### src/rtl/nexys_starship_spawn_gen.sv
// Multi-channel Galois-LFSR spawn generator with per-channel request/acknowledge handshake.
// Optional per-channel cooldown is compiled in when NEXYS_SPAWN_COOLDOWN_EN is defined.
module nexys_starship_spawn_gen #(
    parameter int         NCH       = 4,
    parameter int         WIDTH     = 8,
    parameter logic [7:0] SEED_BASE = 8'hA5,
    parameter int         COOLDOWN  = 16
) (
    input  logic             Clk,
    input  logic             Reset,
    input  logic             Tick,
    input  logic             Enable,
    input  logic [WIDTH-1:0] Threshold,
    input  logic [NCH-1:0]   Ack,
    output logic [NCH-1:0]   Req,
    output logic [NCH-1:0]   Busy
);

    localparam logic [31:0] MASK_FULL = (WIDTH == 8)  ? 32'h0000_00B8 :
                                        (WIDTH == 16) ? 32'h0000_B400 :
                                                        32'h8020_0003;
    localparam logic [WIDTH-1:0] MASK = MASK_FULL[WIDTH-1:0];

    generate
        if (!(WIDTH == 8 || WIDTH == 16 || WIDTH == 32)) begin : g_bad_width
            $error("nexys_starship_spawn_gen: WIDTH must be 8, 16 or 32");
        end
        if (NCH < 1 || NCH > 8) begin : g_bad_nch
            $error("nexys_starship_spawn_gen: NCH must be 1..8");
        end
`ifdef NEXYS_SPAWN_COOLDOWN_EN
        if (COOLDOWN < 1 || COOLDOWN > 255) begin : g_bad_cool
            $error("nexys_starship_spawn_gen: COOLDOWN must be 1..255");
        end
`endif
    endgenerate

    // Per-channel seed; a zero seed would lock the LFSR, so it is forced to 1.
    function automatic logic [WIDTH-1:0] seed_of(input int idx);
        logic [WIDTH-1:0] s;
        s = WIDTH'(SEED_BASE) + WIDTH'(32'd37 * idx);
        return (s == {WIDTH{1'b0}}) ? {{(WIDTH-1){1'b0}}, 1'b1} : s;
    endfunction

    function automatic logic [WIDTH-1:0] lfsr_step(input logic [WIDTH-1:0] s);
        return {1'b0, s[WIDTH-1:1]} ^ (s[0] ? MASK : {WIDTH{1'b0}});
    endfunction

`ifdef NEXYS_SPAWN_COOLDOWN_EN
    typedef enum logic [1:0] {
        ST_IDLE = 2'd0,
        ST_REQ  = 2'd1,
        ST_COOL = 2'd2
    } state_t;
`else
    typedef enum logic [1:0] {
        ST_IDLE = 2'd0,
        ST_REQ  = 2'd1
    } state_t;
`endif

    state_t           state_r [NCH];
    state_t           state_s [NCH];
    logic [WIDTH-1:0] lfsr_r  [NCH];
    logic [WIDTH-1:0] lfsr_s  [NCH];
    logic [NCH-1:0]   hit_s;
    logic [NCH-1:0]   req_r;
    logic [NCH-1:0]   busy_r;
`ifdef NEXYS_SPAWN_COOLDOWN_EN
    logic [7:0]       cnt_r   [NCH];
    logic [7:0]       cnt_s   [NCH];
`endif

    // Next-state logic: LFSR stepping, hit detection and per-channel handshake FSM.
    always_comb begin
        hit_s = {NCH{1'b0}};
        for (int i = 0; i < NCH; i++) begin
            state_s[i] = state_r[i];
            lfsr_s[i]  = Tick ? lfsr_step(lfsr_r[i]) : lfsr_r[i];
            hit_s[i]   = Tick && Enable && (lfsr_s[i] < Threshold);
`ifdef NEXYS_SPAWN_COOLDOWN_EN
            cnt_s[i]   = cnt_r[i];
`endif
            case (state_r[i])
                ST_IDLE: begin
                    if (hit_s[i]) begin
                        state_s[i] = ST_REQ;
                    end else begin
                        state_s[i] = ST_IDLE;
                    end
                end
                ST_REQ: begin
                    // Ack beats a coincident Tick; the loaded count is not decremented here.
                    if (Ack[i]) begin
`ifdef NEXYS_SPAWN_COOLDOWN_EN
                        state_s[i] = ST_COOL;
                        cnt_s[i]   = 8'(COOLDOWN);
`else
                        state_s[i] = ST_IDLE;
`endif
                    end else begin
                        state_s[i] = ST_REQ;
                    end
                end
`ifdef NEXYS_SPAWN_COOLDOWN_EN
                ST_COOL: begin
                    if (Tick) begin
                        if (cnt_r[i] <= 8'd1) begin
                            state_s[i] = ST_IDLE;
                            cnt_s[i]   = 8'd0;
                        end else begin
                            state_s[i] = ST_COOL;
                            cnt_s[i]   = cnt_r[i] - 8'd1;
                        end
                    end else begin
                        state_s[i] = ST_COOL;
                    end
                end
`endif
                default: begin
                    state_s[i] = ST_IDLE;
                end
            endcase
        end
    end

    // State, LFSR and registered output update with synchronous reset priority.
    always_ff @(posedge Clk) begin
        if (Reset) begin
            for (int i = 0; i < NCH; i++) begin
                lfsr_r[i]  <= seed_of(i);
                state_r[i] <= ST_IDLE;
`ifdef NEXYS_SPAWN_COOLDOWN_EN
                cnt_r[i]   <= 8'd0;
`endif
            end
            req_r  <= {NCH{1'b0}};
            busy_r <= {NCH{1'b0}};
        end else begin
            for (int i = 0; i < NCH; i++) begin
                lfsr_r[i]  <= lfsr_s[i];
                state_r[i] <= state_s[i];
`ifdef NEXYS_SPAWN_COOLDOWN_EN
                cnt_r[i]   <= cnt_s[i];
`endif
                req_r[i]   <= (state_s[i] == ST_REQ);
                busy_r[i]  <= (state_s[i] != ST_IDLE);
            end
        end
    end

    assign Req  = req_r;
    assign Busy = busy_r;

endmodule

### config.mk
export PLATFORM = sky130hd
export DESIGN_NAME = nexys_starship_spawn_gen
export DESIGN_NICKNAME = d
export VERILOG_FILES = /design/src/rtl/nexys_starship_spawn_gen.sv
export SDC_FILE = /design/constraint.sdc
export NUM_CORES = 1
export LEC_CHECK = 0
export BUFFER_PORTS_ARGS = -buffer_cell sky130_fd_sc_hd__buf_2
export CAP_MARGIN = 0
export CORE_MARGIN = 3
export CORE_UTILIZATION = 50
export CTS_CLUSTER_DIAMETER = 60
export CTS_CLUSTER_SIZE = 16
export DETAILED_ROUTE_END_ITERATION = 6
export GPL_ROUTABILITY_DRIVEN = 0
export HOLD_SLACK_MARGIN = 0.06
export PLACE_DENSITY = 0.76
export SLEW_MARGIN = 20
export SYNTH_ARGS = -nofsm -noshare
export SYNTH_HDL_FRONTEND = slang
export SYNTH_SLANG_ARGS = --single-unit
export TNS_END_PERCENT = 100
### constraint.sdc
create_clock -name Clk -period 6.7 [get_ports Clk]
set_clock_uncertainty 0.2 [all_clocks]
set_input_delay 2.01 -clock Clk [delete_from_list [all_inputs] [get_ports Clk]]
set_output_delay 2.01 -clock Clk [all_outputs]
set_load 0.1 [all_outputs]
# ---- Word-level counts from Yosys, hierarchy flattened
# Memories as Yosys holds them, arrays and structs flattened.
# Index checks and enable logic that the tools add are counted.
dict set report op_classes {
  n_lt_le_gt_ge 4
  eq_ne 8
  mux 31
  n_bitwise 12
  reduce_logical 13
}
# op count
set ops {}
lappend ops {{two-way mux 8 bit} 12}
lappend ops {{< comparator 8 bit} 4}
lappend ops {{bitwise XOR 7 x 8 -> 8 bit} 4}
lappend ops {{== test 2 x 1 -> 1 bit (second input constant)} 8}
lappend ops {{one-hot mux 2 bit (2 select lines)} 4}
lappend ops {{two-way mux 1 bit} 11}
lappend ops {{zero test 2 bit} 4}
lappend ops {{two-way mux 2 bit} 4}
lappend ops {{bitwise OR 1 bit} 8}
lappend ops {{nonzero test 2 bit} 4}
lappend ops {{logical AND 1 bit} 5}
dict set report word_totals {
  regBits 8
  ramBits 40
  in_bits 16
  out_inout_bits 8
  elab_cells 72
  mem_count 2
}
# name words word_bits rd rd_clocked_by_memory_dff write_ports line
set mem_list {}
lappend mem_list {lfsr_r 4 8 4 0 4 64} ;# logic [WIDTH-1:0] lfsr_r [NCH];
lappend mem_list {state_r 4 2 4 0 4 62} ;# state_t state_r [NCH];

# ---- Logic depth before layout (Yosys ltp)
# Gate-level depths: netlist of run 1.
# An unclocked memory read counts as a cell.
dict set report logic_depth {
  word_depth 9
  ltp_mapped 8
  ltp_nobuf 6
}

# ---- Worst setup path before layout of run 1
# No wires, ideal clock.
dict set report synth_timing {
  path_kind {in2reg}
  start {in Tick}
  end {reg req_r[3], in the netlist Req[3]}
  setup_time_ns 0.087
  arrival_ns 3.471
  required_ns 6.413
  setup_slack_ns 2.942
  path_stages 7
  path_buffers 2
  path_cell_list {buf_6 > buf_6 > mux2_2 > ha_1 > a211oi_1 > nand3_1 > o31ai_1}
}
# element line
set synth_lines {}
lappend synth_lines {{from (decl)} 11} ;# input logic Tick,
lappend synth_lines {{to (signal assigned)} 137} ;# req_r <= {NCH{1'b0}};
lappend synth_lines {{to (signal, indexed assignment)} 146} ;# req_r[i] <= (state_s[i] == ST_REQ);
lappend synth_lines {{to (decl)} 67} ;# logic [NCH-1:0] req_r;

==> flow_summary.toml, run 1 <==
[outcome]
outcome = "finished clean"

[sta]
setup_viol = 0
timing.setup.tns_ns = 0
min_period_ns = 4.102
finalWorstSetupSlack_ns = 2.598
clock.fmax_mhz = 243.8
hold_viol_final = 0
max_slew.worst_pin.slew_ns = 0.9485
timing.slew.headroom_pct = 36.77
unrepaired_setup_endpoints_after_global_routing = "false"
post-route-period-util_pct = 61.22
final_max_slew_viol_count = 0

[job]
drv.max_cap_violation_count = 0

[floorplanning]
dieHeight_um = 72.33
rows = 23
design.core.area_mm2 = 0.004115
floorplan.die_area_mm2 = 0.005231
start_util_pct = 53.45
die_x_um = 72.33
floorplan.io_pins = 24

[clocking]
clkSlewWorstSetupHoldPaths_ns = 0.07
h-tree-depth = 2
clock_network_latency_to_the_later_pin_of_the_worst_skew_pair_ns = 0.29
tritoncts_num_sinks = 36
cts-root-to-sink-buffers = 2
tritoncts.num_buffers = 5
cts_repair_resize_count = 0
post_cts_hold_buffer_count = 0
post-cts-setup-buffer-count = 0
root_buffer_master = "sky130_fd_sc_hd__clkbuf_8"
clock_tree_from_tritoncts = "done"

[worst_hold_path]
hold_path_origin = "lfsr_r[0][1]$_SDFF_PP0_"
whs_endpoint = "lfsr_r[0][0]$_SDFF_PP1_"
timing.hold.worst.class = "register to register"
whs_path_depth = 2

[setup_path]
worst-path-buf-inv = 1
worstSetupPathType = "input pin to register"
crit_path_max_fanout = 45
reg2regPathDepth = 5
internal_reg_to_reg_setup_slack_ns = 4.79
end_kind = "register"
worst_r2r_end = "Req[1]$_SDFF_PP0_"
required_time_at_the_worst_slack_endpoint_ns = 6.71
worst-endpoint-arrival_ns = 4.11
top_family_by_delay_on_critical_path = "buffers and inverters"
rr_startpoint = "lfsr_r[1][0]$_SDFF_PP0_"
launching_element_type_of_the_critical_path = "input pin"
critical_path_cell_by_cell = "buf_2, mux2_2, ha_1, a211oi_1, nand3_1, o31ai_1"
cp_slowest_stage_delay_ns = 0.71
critPathSlowestCell = "sky130_fd_sc_hd__buf_2"

[synth]
synth_cell_type_count = 27
synth.yosys.seq_area_share_pct = 32.76
ys.flop_type = "sky130_fd_sc_hd__dfxtp_1"
post_synth.cell_area_avg_um2 = 9.564
cell_type_with_the_highest_aggregate_area_in_the_netlist = "sky130_fd_sc_hd__dfxtp_1"
post_synthesis_instance_area_mm2 = 0.002200
synth-warning-count = 0
postSynthCellCount = 230
ranking_of_synthesized_cells_by_area = "sky130_fd_sc_hd__dfxtp_1 (33%), sky130_fd_sc_hd__ha_1 (16%), sky130_fd_sc_hd__mux2_4 (6.1%)"
synth.ff_latch_count = 36
synth_enable_flop_cells = 0
synth-async-reset-ratio_pct = 0
synth_largest_type_area_fraction_pct = 32.76
synthesis.nets = 274

[cells_and_area]
layout-drive-gt1-share_pct = 20.73
layout.cells.most_common = "sky130_fd_sc_hd__dfxtp_1"
num_antenna_cells = 0
most-common-layout-cells = "sky130_fd_sc_hd__dfxtp_1 (36), sky130_fd_sc_hd__ha_1 (28), sky130_fd_sc_hd__buf_2 (23), sky130_fd_sc_hd__a21oi_1 (20), sky130_fd_sc_hd__inv_1 (15)"
signed_area_change_from_the_synthesized_netlist_to_the_final_layout_pct = 7.054
net_count_reported_at_finish = 290

[detailed_routing]
wire_per_inst_um = 13.99
route.detailed.drc = 0
route.detailed.vias_per_inst = 5.260
detail_route.wirelength_um = 4142
drt_first_pass_iters = 4
detailroute.via_count = 1557
detail-route-antenna-nets = 0
drt-initial-drc-count = 93

[placement]
io_buffer_count = 23
dp_slack_ns = 2.324
post-dp-hpwl_um = 2962

[grt]
vias_in_the_first_global_route = 1532
grt_max_degree = 46
overflow = 0
grt_antenna_before_repair = 0
grt_first_pass_wirelength_um = 7148
grt_use_total_pct = 17.69

[pwr]
pwr_density_cell_mw_per_mm2 = 233.1
ir_drop_v = 0.0001257
p_leak_nw = 1.047
cells by family after synthesis:
kind of cell	synth area share, %
AND/OR/NAND/NOR	16.10
AO/OA/AOI/OAI	10.92
flip-flops	32.76
buffers and inverters	7.963
adder cells (fa/ha/maj)	15.93
multiplexers	11.55
XOR/XNOR	4.778
per-layer routing:
layer,wire length (um),vias to the layer above,global-route usage [%]
met2,1884,23,28.31
li1,-,825,-
met5,0,-,0
met1,2042,701,22.89
met3,119,8,2.632
met4,96,0,9.395
power by group:
part	switching [mW]	internal, mW
Sequential	0.0107	0.229
Combinational	0.0870	0.0534
Clock	0.0774	0.0916
Total	0.175	0.374
synthesized netlist by cell type, types with 5 or more instances:
master	number
sky130_fd_sc_hd__nor2_1	14
sky130_fd_sc_hd__buf_4	5
sky130_fd_sc_hd__or2_1	10
sky130_fd_sc_hd__dfxtp_1	36
sky130_fd_sc_hd__mux2_2	7
sky130_fd_sc_hd__nand2_1	8
sky130_fd_sc_hd__a211oi_1	8
sky130_fd_sc_hd__nor2b_1	13
sky130_fd_sc_hd__xnor2_1	12
sky130_fd_sc_hd__mux2_4	9
sky130_fd_sc_hd__or2_2	5
sky130_fd_sc_hd__inv_1	15
sky130_fd_sc_hd__a21oi_1	20
sky130_fd_sc_hd__ha_1	28
flip-flops by register name, summed over array words and instances (netlist names):
register and cells:
lfsr_r 32, Req 4
worst max path at each step:
stage                     slack [ns]  depth (start not counted)           endpoint  startpoint
after floorplan                 2.94                          7  Req[3]$_SDFF_PP0_        Tick
after global placement          2.40                          6  Req[3]$_SDFF_PP0_        Tick
after detailed placement        2.32                          6  Req[3]$_SDFF_PP0_        Tick
after CTS                       2.63                          6  Req[3]$_SDFF_PP0_        Tick
after global routing            2.46                          6  Req[3]$_SDFF_PP0_        Tick
final                           2.60                          6  Req[3]$_SDFF_PP0_        Tick
area by class of cell:
type                            count  area (um2)
Fill cell                         375        1760
Clock buffer                        7       96.34
Multi-Input combinational cell    165        1304
Sequential cell                    36       720.7
Tap cell                           50       62.56
Inverter                           15       56.30
Timing Repair Buffer               23       115.1
metrics by stage:
step           util (%)  hold WS [ns]  power, mW  cells  instance area [um2]
2_1_floorplan         -        0.2667     0.3637    230                 2200
3_3_place_gp      54.88        0.2939     0.3817    289                 2258
3_5_place_dp      54.88        0.3038     0.3844    289                 2258
4_1_cts           57.22        0.3207     0.5541    296                 2355
5_1_grt           57.22        0.3613     0.5771    296                 2355
6_report          57.22        0.3164     0.5489    296                 2355
worst min-delay path, delay by kind of cell, from the launching register on:
kind          cells  cell delay [ns]
flops             1             0.33
mux               1             0.09
simple gates      1             0.07
Power figures use the tool's default switching activity.
==> inputs of run 2 (changes only) <==
--- a/config.mk
+++ b/config.mk
@@ -14,7 +14,7 @@
 export DETAILED_ROUTE_END_ITERATION = 6
 export GPL_ROUTABILITY_DRIVEN = 0
 export HOLD_SLACK_MARGIN = 0.06
-export PLACE_DENSITY = 0.76
+export PLACE_DENSITY = 0.78
 export SLEW_MARGIN = 20
 export SYNTH_ARGS = -nofsm -noshare
 export SYNTH_HDL_FRONTEND = slang
==> constraint.sdc (replaced) <==
create_clock -name Clk -period 3.7 [get_ports Clk]
set_clock_uncertainty 0.2 [all_clocks]
set_input_delay 1.11 -clock Clk [delete_from_list [all_inputs] [get_ports Clk]]
set_output_delay 1.11 -clock Clk [all_outputs]
set_load 0.1 [all_outputs]
==> run 2 against run 1 <==
Combinational power up 83%. Hold slack improved by 0.020 ns. Flip-flop and latch count unchanged. Non-clock buffer count is 3 higher.
==> flow_summary.toml, run 2 (same netlist as run 1, synthesis figures left out) <==
[cells_and_area]
multi_input_comb_area_mm2 = 0.001304
seqCellArea_um2 = 720.7
signed_area_change_from_the_synthesized_netlist_to_the_final_layout_pct = 7.793
net_count_reported_at_finish = 293
nFillCells = 374
most-common-layout-cells = "sky130_fd_sc_hd__dfxtp_1 (36), sky130_fd_sc_hd__ha_1 (28), sky130_fd_sc_hd__buf_2 (23), sky130_fd_sc_hd__a21oi_1 (20), sky130_fd_sc_hd__inv_1 (15)"
layout-drive-gt1-share_pct = 21.20
finalCoreUtilization_pct = 57.62
num_antenna_cells = 0
largest_register_ffs = 32
registers.top_by_ff_count = "lfsr_r"
layout.cells.most_common = "sky130_fd_sc_hd__dfxtp_1"

[floorplanning]
dieHeight_um = 72.33
design.core.area_mm2 = 0.004115
floorplan.io_pins = 24
floorplan.die_area_mm2 = 0.005231
start_util_pct = 53.45
die_x_um = 72.33
rows = 23

[placement]
io_buffer_count = 23
post-dp-hpwl_um = 3055

[clocking]
root_buffer_master = "sky130_fd_sc_hd__clkbuf_8"
cts-root-to-sink-buffers = 2
h-tree-depth = 2
post-cts-setup-buffer-count = 0
clkSlewWorstSetupHoldPaths_ns = 0.07
tritoncts_num_sinks = 36
clock_network_latency_to_the_later_pin_of_the_worst_skew_pair_ns = 0.29
tritoncts.num_buffers = 5
clock_tree_from_tritoncts = "done"
post_cts_hold_buffer_count = 0
cts_repair_resize_count = 0

[setup_path]
worst-endpoint-arrival_ns = 2.91
end_kind = "register"
worstSetupPathType = "input pin to register"
launching_element_type_of_the_critical_path = "input pin"
crit_path_max_fanout = 22
required_time_at_the_worst_slack_endpoint_ns = 3.71

[grt]
grt_max_degree = 38
grt_first_pass_wirelength_um = 7148
vias_in_the_first_global_route = 1588
grt_antenna_before_repair = 0
overflow = 0
grt_use_total_pct = 17.86

[sta]
clock.fmax_mhz = 345.4
timing.setup.tns_ns = 0
unrepaired_setup_endpoints_after_global_routing = "false"
setup_viol = 0
min_period_ns = 2.895
max_slew.worst_pin.slew_ns = 0.5837
post-route-period-util_pct = 78.24
hold_viol_final = 0
timing.slew.headroom_pct = 61.08
final_max_slew_viol_count = 0

[detailed_routing]
detailroute.via_count = 1598
detail-route-antenna-nets = 0
maxUsedRoutingLayer = "met4"
met2RoutedLength_um = 1930
route.detailed.vias_per_inst = 5.327
drt-initial-drc-count = 65
detail_route.wirelength.met1_um = 1943
wire_per_inst_um = 13.84
detail_route.wirelength_um = 4153
wl_met3_um = 211
route.detailed.drc = 0
drt_first_pass_iters = 4

[pwr]
pwr_density_cell_mw_per_mm2 = 412.8
p_leak_nw = 1.057
ir_drop_v = 0.0002244

[worst_hold_path]
timing.hold.worst.class = "register to register"

[job]
drv.max_cap_violation_count = 0

[outcome]
outcome = "finished clean"
[run 2: changes by cell type in the layout (fill, tap and decap cells not counted)]
cell / previous run / this run
sky130_fd_sc_hd__clkbuf_8: 7 / 6
sky130_fd_sc_hd__buf_4: 0 / 3
sky130_fd_sc_hd__clkbuf_1: 0 / 2
[run 2: worst paths after layout]
path         slack, ns                 endpoint  depth (start not counted)                    start
min               0.34  lfsr_r[0][0]$_SDFF_PP1_                          2  lfsr_r[0][1]$_SDFF_PP0_
max reg2reg       1.79        Req[3]$_SDFF_PP0_                          5  lfsr_r[3][0]$_SDFF_PP0_
max               0.81        Req[2]$_SDFF_PP0_                          7                     Tick
min reg2reg       0.34  lfsr_r[0][0]$_SDFF_PP1_                          2  lfsr_r[0][1]$_SDFF_PP0_
[run 2: layout make-up]
type,instances,area share (%)
multi-input cells,165,54.99
flip-flops and latches,36,30.40
repair buffers,26,5.805
clock buffers,8,3.799
well taps,50,2.639
inverters,15,2.375
[run 2: where the power goes]
part / switching, mW / internal [mW] / leakage (nW)
Combinational: 0.158 / 0.0979 / 0.714
Sequential: 0.0195 / 0.414 / 0.297
Clock: 0.137 / 0.152 / 0.0455
Total: 0.315 / 0.664 / 1.06
[run 2: routing by layer]
layer	global-route usage, %	vias up
met5	0	-
met4	8.142	0
met3	5.263	4
met2	29.52	30
met1	21.26	730
li1	-	834
[run 2: worst max-delay path, stage by stage]
cell                       delay, ns
sky130_fd_sc_hd__buf_2          0.39
sky130_fd_sc_hd__buf_4          0.28
sky130_fd_sc_hd__mux2_4         0.32
sky130_fd_sc_hd__ha_1           0.17
sky130_fd_sc_hd__a211oi_1       0.30
sky130_fd_sc_hd__nand3_1        0.11
sky130_fd_sc_hd__o31ai_1        0.22
[run 2: stage by stage]
step	cell area [um2]	setup slack, ns	total power, mW	hold slack [ns]	cells
final	2371	0.8050	0.9787	0.3362	300
after global routing	2371	0.6475	1.036	0.3752	300
after CTS	2371	0.8111	0.9876	0.3382	300
after detailed placement	2281	0.5089	0.6979	0.3187	292
after global placement	2281	0.5479	0.6929	0.3002	292
after floorplan	2200	0.8419	0.6585	0.2667	230
